### config.mk
export PLATFORM = sky130hd
export DESIGN_NAME = rx_channel
export DESIGN_NICKNAME = d
export VERILOG_FILES = /design/src/rtl/rx_channel.sv
export SDC_FILE = /design/constraint.sdc
export NUM_CORES = 1
export LEC_CHECK = 0
export ABC_AREA = 1
export CAP_MARGIN = 20
export CORE_ASPECT_RATIO = 0.8
export CORE_MARGIN = 4
export CORE_UTILIZATION = 35
export CTS_BUF_LIST = sky130_fd_sc_hd__clkbuf_16
export DETAILED_ROUTE_END_ITERATION = 8
export PLACE_DENSITY = 0.54
export SLEW_MARGIN = 20
export SYNTH_ARGS = -nofsm -noshare
export SYNTH_HDL_FRONTEND = slang
export SYNTH_SLANG_ARGS = --single-unit
### constraint.sdc
create_clock -name clk -period 2.4 [get_ports clk]
set_input_delay 0.36 -clock clk [delete_from_list [all_inputs] [get_ports clk]]
set_output_delay 0.36 -clock clk [all_outputs]
set_load 0.01 [all_outputs]
### src/rtl/rx_channel.sv
// DUART channel receiver: 16x-oversampled async RxD into a 3-entry holding FIFO
// carrying {FE, PE, data}, with RxRDY / FFULL / sticky OVERRUN status.
module rx_channel #(
  parameter int FIFO_DEPTH  = 3,
  parameter int SYNC_STAGES = 2
) (
  input  logic       clk,
  input  logic       RxReset,
  input  logic       RxD,
  input  logic       baud_x16,
  input  logic       RxEN,
  input  logic       parity_en,
  input  logic       parity_odd,
  input  logic       rhr_cs,
  input  logic       r_w,
  input  logic       err_reset,
  output logic [7:0] rx_data,
  output logic       RxRDY,
  output logic       FFULL,
  output logic       OVERRUN,
  output logic       PE,
  output logic       FE
);

  localparam int CW = $clog2(FIFO_DEPTH + 1);
  localparam int PW = (FIFO_DEPTH > 1) ? $clog2(FIFO_DEPTH) : 1;
  localparam logic [CW-1:0] DEPTH_C  = CW'(FIFO_DEPTH);
  localparam logic [PW-1:0] LAST_PTR = PW'(FIFO_DEPTH - 1);

  typedef enum logic [2:0] {
    S_IDLE,
    S_START,
    S_DATA,
    S_PARITY,
    S_STOP
  } state_t;

  function automatic logic f_parity_err(input logic [7:0] d, input logic p, input logic odd);
    return (^{d, p}) != odd;
  endfunction

  function automatic logic [PW-1:0] f_ptr_inc(input logic [PW-1:0] p);
    return (p == LAST_PTR) ? '0 : p + 1'b1;
  endfunction

  logic [SYNC_STAGES-1:0] r_sync;
  logic                   w_rxd;

  state_t      r_state, w_state_nxt;
  logic [3:0]  r_tick, w_tick_nxt;
  logic [2:0]  r_bit, w_bit_nxt;
  logic [7:0]  r_shift, w_shift_nxt;
  logic        r_pe, w_pe_nxt;
  logic        w_push, w_fe;
  logic [9:0]  w_push_data;

  logic [9:0]    r_mem [FIFO_DEPTH];
  logic [CW-1:0] r_count, w_count_nxt;
  logic [PW-1:0] r_wr_ptr, r_rd_ptr, w_rd_ptr_nxt;
  logic          r_rd_armed, r_overrun;
  logic          w_rd_access, w_pop, w_push_ok, w_overrun_ev;
  logic [9:0]    w_head_nxt;

  // RxD synchroniser
  always_ff @(posedge clk) begin
    if (!RxReset) r_sync <= '1;
    else          r_sync <= {r_sync[SYNC_STAGES-2:0], RxD};
  end

  assign w_rxd = r_sync[SYNC_STAGES-1];

  // Frame FSM
  always_ff @(posedge clk) begin
    if (!RxReset) begin
      r_state <= S_IDLE;
      r_tick  <= '0;
      r_bit   <= '0;
    end else begin
      r_state <= w_state_nxt;
      r_tick  <= w_tick_nxt;
      r_bit   <= w_bit_nxt;
    end
    r_shift <= w_shift_nxt;
    r_pe    <= w_pe_nxt;
  end

  always_comb begin
    w_state_nxt = r_state;
    w_tick_nxt  = r_tick;
    w_bit_nxt   = r_bit;
    w_shift_nxt = r_shift;
    w_pe_nxt    = r_pe;
    w_push      = 1'b0;
    w_fe        = 1'b0;
    if (!RxEN) begin
      w_state_nxt = S_IDLE;
    end else if (baud_x16) begin
      case (r_state)
        S_IDLE: begin
          if (!w_rxd) begin
            w_state_nxt = S_START;
            w_tick_nxt  = '0;
          end
        end
        S_START: begin
          if (r_tick == 4'd7) begin
            w_tick_nxt = '0;
            if (w_rxd) begin
              w_state_nxt = S_IDLE;
            end else begin
              w_state_nxt = S_DATA;
              w_bit_nxt   = '0;
              w_pe_nxt    = 1'b0;
            end
          end else begin
            w_tick_nxt = r_tick + 4'd1;
          end
        end
        S_DATA: begin
          w_tick_nxt = r_tick + 4'd1;
          if (r_tick == 4'd15) begin
            w_shift_nxt = {w_rxd, r_shift[7:1]};
            w_bit_nxt   = r_bit + 3'd1;
            if (r_bit == 3'd7) w_state_nxt = parity_en ? S_PARITY : S_STOP;
          end
        end
        S_PARITY: begin
          w_tick_nxt = r_tick + 4'd1;
          if (r_tick == 4'd15) begin
            w_pe_nxt    = f_parity_err(r_shift, w_rxd, parity_odd);
            w_state_nxt = S_STOP;
          end
        end
        S_STOP: begin
          w_tick_nxt = r_tick + 4'd1;
          if (r_tick == 4'd15) begin
            w_push      = 1'b1;
            w_fe        = ~w_rxd;
            w_state_nxt = S_IDLE;
          end
        end
        default: w_state_nxt = S_IDLE;
      endcase
    end
  end

  assign w_push_data = {w_fe, r_pe, r_shift};

  // Holding FIFO: a pop in the same clk as a push into a full FIFO makes room for it
  assign w_rd_access  = rhr_cs & r_w;
  assign w_pop        = w_rd_access & r_rd_armed & (r_count != '0);
  assign w_push_ok    = w_push & ((r_count != DEPTH_C) | w_pop);
  assign w_overrun_ev = w_push & ~w_push_ok;
  assign w_count_nxt  = r_count + CW'(w_push_ok) - CW'(w_pop);
  assign w_rd_ptr_nxt = w_pop ? f_ptr_inc(r_rd_ptr) : r_rd_ptr;
  assign w_head_nxt   = (w_push_ok && (r_wr_ptr == w_rd_ptr_nxt)) ? w_push_data
                                                                  : r_mem[w_rd_ptr_nxt];

  always_ff @(posedge clk) begin
    if (RxReset && w_push_ok) r_mem[r_wr_ptr] <= w_push_data;
  end

  always_ff @(posedge clk) begin
    if (!RxReset) begin
      r_count    <= '0;
      r_wr_ptr   <= '0;
      r_rd_ptr   <= '0;
      r_rd_armed <= 1'b1;
      r_overrun  <= 1'b0;
      RxRDY      <= 1'b0;
      FFULL      <= 1'b0;
      rx_data    <= '0;
      PE         <= 1'b0;
      FE         <= 1'b0;
    end else begin
      r_count    <= w_count_nxt;
      r_wr_ptr   <= w_push_ok ? f_ptr_inc(r_wr_ptr) : r_wr_ptr;
      r_rd_ptr   <= w_rd_ptr_nxt;
      r_rd_armed <= ~w_rd_access;
      if (w_overrun_ev)   r_overrun <= 1'b1;
      else if (err_reset) r_overrun <= 1'b0;
      RxRDY <= (w_count_nxt != '0);
      FFULL <= (w_count_nxt == DEPTH_C);
      if (w_count_nxt != '0) {FE, PE, rx_data} <= w_head_nxt;
    end
  end

  assign OVERRUN = r_overrun;

endmodule

; Yosys cells after proc, flatten, opt, wreduce, memory -nomap -nowiden
; Memory sizes are Yosys's and may differ from the RTL's. A register that Yosys moved wholly into a read port is not among the register bits.
; Index checks and enable logic that the tools add are counted.
[totals]
reg_bits = 31
mem_bits_rw = 30
inputBits = 10
output_inout_bits = 13
word_cells = 100
memories = 1
[classes]
n_addsub = 6
eq_ne = 19
mux = 35
bitwise = 9
n_reduce_logical = 17
[mem_list]
columns = memory, depth, width, read_ports, rd_ports_with_merged_regs, wr, line_no
row1 = r_mem, 3, 10, 1, 1, 1, 57  ; logic [9:0] r_mem [FIFO_DEPTH];
[op_table]
columns = operator, n
row1 = 3-bit two-way mux, 10
row2 = 2-bit != test (second input constant), 8
row3 = 1-bit two-way mux, 15
row4 = 3-bit case mux with 5 select lines, 1
row5 = 4-bit case mux with 3 select lines, 1
row6 = 6-bit AND reduction, 2
row7 = 2-bit nonzero test, 5
row8 = 9-bit parity, 1
row9 = 2-bit two-way mux, 4
row10 = 4-bit two-way mux, 2
row11 = 4-bit AND reduction, 2
row12 = 7-bit AND reduction, 1
row13 = 2-bit == test (second input constant), 3
row14 = 3-bit by 2-bit == test with 1-bit output (second input constant), 2
row15 = 3-bit == test (second input constant), 2
row16 = 3-bit case mux with 2 select lines, 1
row17 = 1-bit AND, 5
row18 = 2-bit by 1-bit adder with 2-bit output (second input constant), 2
row19 = 4-bit by 1-bit adder with 4-bit output (second input constant), 1
row20 = 4-bit by 3-bit == test with 1-bit output (second input constant), 1
row21 = 4-bit == test (second input constant), 1
row22 = 3-bit by 1-bit adder with 3-bit output (second input constant), 1
row23 = 3-bit by 1-bit == test with 1-bit output (second input constant), 1
row24 = 3-bit logical NOT, 1
row25 = 11 further kinds, 13

; Logic depth before layout (Yosys ltp)
; Gate-level depths: netlist of run 1.
[logic_depth]
depth_word = 9
mapped_depth = 14
depth_no_buf = 14

; Worst setup path before layout of run 1
; Ideal clock, no wire load.
[synth_timing]
kind = reg2reg
startpoint = reg r_tick[0]
endpoint = reg rx_data[1] (read register of r_mem)
setup_ns = 0.117
t_arrival_ns = 2.285
required_time_ns = 2.283
setup_slack_ns = -0.002
path_stages_with_launch = 14
n_path_buf = 1
synth_period_minus_slack_ns = 2.402
path_cell_list = dfxtp_1 > ha_1 > nand3_2 > nor2_4 > nand3_4 > ha_1 > inv_1 > ha_1 > xnor2_1 > xor2_1 > nand2_1 > buf_2 > o21ai_0 > nor2_1
[synth_via]
elab_chain_cells = 9
[synth_rtl]
columns = element, line_no
row1 = "start, declared", 50  ; logic [3:0] r_tick, w_tick_nxt;
row2 = "start signal, assigned", 80  ; r_tick <= w_tick_nxt;
row3 = 4-bit == test, 136  ; if (r_tick == 4'd15) begin
row4 = 1-bit two-way mux, 136
row5 = 1-bit two-way mux, 98  ; case (r_state)
row6 = 1-bit two-way mux, 97  ; end else if (baud_x16) begin
row7 = 1-bit two-way mux, 95  ; if (!RxEN) begin
row8 = 1-bit AND, 152  ; assign w_push_ok = w_push & ((r_count != DEPTH_C) | w_pop);
row9 = 2-bit by 1-bit adder with 2-bit output, 154  ; assign w_count_nxt = r_count + CW'(w_push_ok) - CW'(w_pop);
row10 = 2-bit by 1-bit subtractor with 2-bit output, 154
row11 = 2-bit nonzero test, 184  ; if (w_count_nxt != '0) {FE, PE, rx_data} <= w_head_nxt;
row12 = "end, declared", 17  ; output logic [7:0] rx_data,
; No other way between the ends.
; A chain may end at the register's enable or synchronous reset.

; Worst setup path in the final report of run 1
[layout_timing]
startpoint = reg r_tick[0]
endpoint = reg rx_data[6] (read register of r_mem)
; Same word-level chain as after synthesis.

==> flow_metrics.tcl, run 1 <==
set metrics [dict create \
    yosys_warnings 0 \
    setup_viol 0 \
    die_h_um 95.0 \
    drc_errors 0 \
    min_path_type "flip-flop to flip-flop" \
    synth_nets 376 \
    syn-cell-area_sq_mm 0.00331 \
    clkLatencyLatePin_ps 320 \
    h-tree-depth 3 \
    num_antenna_cells 0 \
    cts.clk_slew.worst_paths_ps 50 \
    status "finished clean" \
    period_share_pct 95.5 \
    slowest_delay_ps 350 \
    relSlewSlack_pct 73.0 \
    required_ps 2620 \
    synth_mux_area_share_pct 0 \
    yosysSeqAreaShare_pct 54.8 \
    crit_type "flip-flop to flip-flop" \
    dieArea_sq_mm 0.0111 \
    num_vias 2572 \
    synthAdderAreaFrac_pct 1.89 \
    yosys.area_share.simple_pct 27.6 \
    min_period_ps 2290 \
    yosysMostFrequentCell "nand2_1" \
    cts_tree "built" \
    area_delta_synth_final_pct 30.3 \
    synth_edf_count 39 \
    multi_input_area_sq_mm 0.00138 \
    antenna_left 0 \
    cts_sinks 71 \
    grt_start_max_net_pins 19 \
    crit_path_end_kind "flip-flop" \
    antenna_found_initial 0 \
    power.density_mw_per_mm2 632 \
    p_leak_nw 1.74 \
    wl_per_cell_um 14.0 \
    ios 23 \
    synth-main-ff-cell "edfxtp_1" \
    place_area_sq_mm 0.00389 \
    synth_common_cells "nand2_1 (60), nor2_1 (48), nand3_1 (46)" \
    slew_viol_final 0 \
    start_util_pct 36.3 \
    async_flop_share_pct 0 \
    synthCells 361 \
    p_total_mw 2.72 \
    worstPathArrival_ps 2510 \
    peakVddDrop_mv 0.441 \
    grt_pass1_vias 2569 \
    tightest_slew_ps 404 \
    synthTopCellsByArea "edfxtp_1 (35%), dfxtp_1 (19%), nand3_1 (7.0%), nand2_1 (6.8%), nor2_1 (5.4%)" \
    hold_buffers 0 \
    avgSynthCellArea_sq_um 9.16 \
    skew_ps 5.10 \
    root_buffer "clkbuf_16" \
    final-seq-area_sq_mm 0.00182 \
    core-area_sq_mm 0.00911 \
    synth-compound-area-share_pct 7.11 \
    crit_top_cell "ha_4" \
    yosys.area.top_type "edfxtp_1" \
    cp.buffers_inverters 2 \
    port-buffer-count 22 \
    nNetsFinal 435 \
    routabilityCongestion 0.843 \
    cpMaxStageDelayCell "dfxtp_2" \
    synth_seq_cells 71 \
    finalHoldViolCount 0 \
    synth_top_area_share_pct 35.4 \
    start_kind "flip-flop" \
    synthDistinctLibCells 35 \
    wl_um 7530 \
    track_usage_pct 15.1 \
    path_max_fanout 8 \
    drt_iter0_drc 157 \
    fp-row-count 31 \
    drive_gt1_share_pct 20.5 \
    via_per_inst 4.76 \
    stdcell_area_sq_mm 0.00431 \
    fmax_mhz 436 \
    hpwl_um 5410 \
    die_x_um 117 \
    grt_pass1_wl_um 12700 \
    final.fill_count 845 \
    dr.pass1.iters 5 \
    grt_overflow 0 \
    cap_viol_max_count 0 \
    cts_max_path_buffers 2 \
    numCtsBuffers 9 \
    crit_chain "ha_4, nand3_4, nor2_4, nand3_4, ha_4, inv_2, ha_4, xnor2_2, xor2_1, nand2_2, buf_6, o21ai_1, nor2_1" \
    critPathTopFamily "adder cells" \
    synth_top_family_by_area "simple AND/OR/NAND/NOR gates" \
    yosys.area_share.xor_xnor_pct 2.65 \
]
## layout make-up
cell class | instances | share of cell area [%]
flip-flops and latches | 71 | 42.1
multi-input cells | 243 | 32.0
repair buffers | 56 | 11.9
clock buffers | 9 | 5.22
inverters | 39 | 3.45
well taps | 115 | 3.34
clock inverters | 7 | 1.89
## sequential cells by signal, indices dropped and copies added, names as in the netlist, 2 cells and up
| signal | cells |
|---|---|
| r_mem | 30 |
| r_sync | 2 |
| r_count | 2 |
| r_tick | 4 |
| rx_data | 8 |
| r_state | 3 |
| r_bit | 3 |
| r_shift | 8 |
| r_wr_ptr | 2 |
| r_rd_ptr | 2 |
## worst register-to-register path, delay by kind of cell, from the launching register on
family / cells / cell delay [ps]
flops: 1 / 350
simple gates: 5 / 570
fa+ha+maj: 3 / 580
buf+inv: 2 / 220
compound gates: 1 / 110
xor+xnor: 2 / 370
## per-stage QoR
| step | setup slack [ps] | hold WS, ps | setup TNS [ps] | instances | utilization [%] |
|---|---|---|---|---|---|
| 2_1_floorplan | 18.1 | 393 | 0 | 361 | - |
| 6_report | 109 | 409 | 0 | 540 | 47.3 |
| 3_3_place_gp | -322 | 406 | -2770 | 522 | 42.6 |
| 5_1_grt | -23.3 | 446 | -138 | 540 | 47.3 |
| 3_5_place_dp | -396 | 400 | -3590 | 522 | 42.6 |
| 4_1_cts | 0.0637 | 412 | 0 | 538 | 46.4 |
## cells by family (layout without fill, tap and decap cells)
kind of cell | count (synthesis) | in the layout
XOR/XNOR | 10 | 10
buffers and inverters | 47 | 111
flip-flops | 71 | 71
AO/OA/AOI/OAI | 41 | 41
adder cells (fa/ha/maj) | 5 | 5
AND/OR/NAND/NOR | 187 | 187
## report_power, final
group | internal (mW) | switching (mW) | leakage [nW]
logic | 0.0362 | 0.0464 | 0.970
registers | 1.27 | 0.00416 | 0.615
clock network | 0.894 | 0.470 | 0.159
total | 2.20 | 0.521 | 1.74
## repair_timing
action / in CTS / in global routing
buffers inserted: 0 / 2
setup endpoints to repair: 6 / 10
resized for setup: 11 / 19
pin swaps: 5 / 13
## placed cells by master (no fill, tap or decap), types with 6 or more instances in the layout
cell type / instances
clkbuf_16: 9
nand2_2: 10
dfxtp_1: 30
nand3_1: 46
nand2_1: 55
clkdlybuf4s50_1: 18
xnor2_1: 6
edfxtp_1: 39
a21oi_1: 8
nor2_1: 46
inv_1: 38
o21ai_0: 15
buf_4: 30
## final timing paths
kind                                              from                 endpoint  slack (ps)  cells past startpoint
worst max-delay path            r_tick[0]$_SDFFE_PN0P_  rx_data[6]$_SDFFE_PN0P_         110                     13
worst min-delay path              r_sync[0]$_SDFF_PN1_     r_sync[1]$_SDFF_PN1_         410                      1
worst max register to register  r_tick[0]$_SDFFE_PN0P_  rx_data[6]$_SDFFE_PN0P_         110                     13
worst min register to register    r_sync[0]$_SDFF_PN1_     r_sync[1]$_SDFF_PN1_         410                      1
## routing by layer
| layer | GRT usage [%] | part of all wire (%) |
|---|---|---|
| met5 | 0 | 0 |
| met2 | 23.2 | 46 |
| met3 | 4.61 | 4.9 |
| met1 | 20.5 | 48 |
| met4 | 4.30 | 0.61 |
No activity file was read; power rests on OpenSTA's default activity.
==> run 2, diff against run 1 <==
==> constraint.sdc (replaced) <==
create_clock -name clk -period 2.4 [get_ports clk]
set_input_delay 0.6 -clock clk [delete_from_list [all_inputs] [get_ports clk]]
set_output_delay 0.6 -clock clk [all_outputs]
set_load 0.01 [all_outputs]
==> flow_metrics.tcl, run 2 (synthesized netlist as in run 1, its figures left out) <==
set metrics [dict create \
    final_util_pct 47.3 \
    placed_cells 523 \
    status "finished clean" \
    min_period_ps 2350 \
    fmax_mhz 426 \
    die_x_um 117 \
    final.fill_count 848 \
    finalHoldViolCount 0 \
    antenna_left 0 \
    p_leak_nw 1.74 \
    num_antenna_cells 0 \
    tightest_slew_ps 407 \
    root_buffer "clkbuf_16" \
    relSlewSlack_pct 72.7 \
    r2r_setup_slack_ps 70 \
    clkPwrFrac_pct 50.7 \
    final_cell_mix "nand2_1 (56), nor2_1 (46), nand3_1 (46), edfxtp_1 (39), inv_1 (37)" \
    mostFrequentLayoutCell "nand2_1" \
    power_frac_comb_pct 2.9 \
    hpwl_um 5360 \
    crit_type "input port to flip-flop" \
    path_max_fanout 7 \
    critical_path.endpoint "rx_data[5]$_SDFFE_PN0P_" \
    rr_startpoint "r_tick[1]$_SDFFE_PN0P_" \
    area_delta_synth_final_pct 30.3 \
    routabilityCongestion 0.807 \
    peakVddDrop_mv 0.291 \
    via_per_inst 4.83 \
    grt_pass1_vias 2648 \
    start_util_pct 36.3 \
    holdWs_ps 409 \
    drt_iter0_drc 153 \
    port-buffer-count 22 \
    die_h_um 95.0 \
    worst-r2r-cell-count 15 \
    clkLatencyLatePin_ps 330 \
    skew_ps 8.11 \
    cts_sinks 71 \
    nNetsFinal 439 \
    crit_start "rhr_cs" \
    start_kind "input port" \
    grt_overflow 0 \
    finalSetupTns_ps 0 \
    required_ps 2670 \
    wl_per_cell_um 14.3 \
    sw_frac_of_total_pct 19.8 \
    grt_start_max_net_pins 19 \
    drc_errors 0 \
    cap_viol_max_count 0 \
    dr.pass1.iters 4 \
    drive_gt1_share_pct 21.0 \
    ios 23 \
    antenna_found_initial 0 \
    track_usage_pct 15.4 \
    cts.clk_slew.worst_paths_ps 60 \
    num_vias 2630 \
    p_switching_uw 545 \
    setup_viol 0 \
    regMostFlops "r_mem" \
    top_regs "r_mem (30), r_shift (8), rx_data (8)" \
    period_share_pct 97.8 \
    slew_viol_final 0 \
    power.internal_mw 2.21 \
    power.density_mw_per_mm2 639 \
    cts_tree "built" \
    h-tree-depth 3 \
    fp-row-count 31 \
    largest_register_ffs 30 \
    core-area_sq_mm 0.00911 \
    worstReg2RegEnd "rx_data[5]$_SDFFE_PN0P_" \
    numCtsBuffers 9 \
    min_path_type "flip-flop to flip-flop" \
    dieArea_sq_mm 0.0111 \
    grt_pass1_wl_um 13000 \
    p_seq_share_pct 46.4 \
    fin_cells 544 \
    crit_path_end_kind "flip-flop" \
    cts_max_path_buffers 2 \
    worstPathArrival_ps 2610 \
    wl_um 7790 \
]
## run 2: cell types whose count changed in the layout (fill, tap and decap cells not counted), moves of 2 or more
cell,delta
buf_4,+5
dlymetal6s2s_1,-3
dlygate4sd2_1,+3
buf_6,-2
## run 2: per-stage QoR
stage	setup WS [ps]	power (mW)	cell area (sq um)
after floorplan	1.85	1.34	3320
after global placement	-567	1.38	3900
after detailed placement	-617	1.39	3900
after CTS	19.9	2.79	4240
after global routing	-93.2	2.86	4310
final	52.7	2.75	4310
## run 2: timing repair
item / 4_1_cts / 5_1_grt
endpoints found under the setup margin: 11 / 11
hold buffers: 0 / 0
gates resized for setup: 8 / 15
gates cloned: 1 / 0
buffers inserted: 2 / 2
pin swaps: 2 / 5
## run 2: worst min path at each step
stage,start,to,slack (ps),cells past startpoint
6_report,r_sync[0]$_SDFF_PN1_,r_sync[1]$_SDFF_PN1_,410,1
4_1_cts,r_sync[0]$_SDFF_PN1_,r_sync[1]$_SDFF_PN1_,410,1
2_1_floorplan,r_sync[0]$_SDFF_PN1_,r_sync[1]$_SDFF_PN1_,390,1
5_1_grt,r_sync[0]$_SDFF_PN1_,r_sync[1]$_SDFF_PN1_,410,1
3_5_place_dp,r_sync[0]$_SDFF_PN1_,r_sync[1]$_SDFF_PN1_,400,1
3_3_place_gp,r_sync[0]$_SDFF_PN1_,r_sync[1]$_SDFF_PN1_,410,1
## run 2: worst max-delay path, cell delays in order
cell and delay (ps):
dlygate4sd2_1 260, nand3_4 80, buf_4 170, nor2_2 130, ha_4 210, inv_1 50
ha_2 180, xnor2_2 120, xor2_1 200, buf_4 190, nand2_8 80, buf_4 150
nand2_1 60, nor2_1 40, nor2_1 80
## run 2: area by class of cell
class                   count  area, sq um  area share (%)
flip-flops and latches     71         1810            42.1
clock inverters             7         88.8            2.06
well taps                 115          144            3.34
inverters                  39          146            3.40
clock buffers               9          225            5.22
multi-input cells         244         1380            31.9
repair buffers             59          518            12.0
## run 2: power by group through the flow
stage	registers, mW	clock network [mW]	logic [mW]
after CTS	1.28	1.43	0.0804
after floorplan	1.30	0	0.0409
after global routing	1.28	1.49	0.0896
after global placement	1.30	0	0.0817
final	1.28	1.40	0.0805
after detailed placement	1.30	0	0.0820
## run 2: layer usage
metal,track usage (%),vias to the layer above,share of wire [%],routed length (um)
met5,0,-,0,0
met4,6.49,0,2.2,175
met3,4.29,16,3.7,288
met2,23.5,45,44,3460
met1,20.6,1231,50,3860
li1,-,1338,-,-
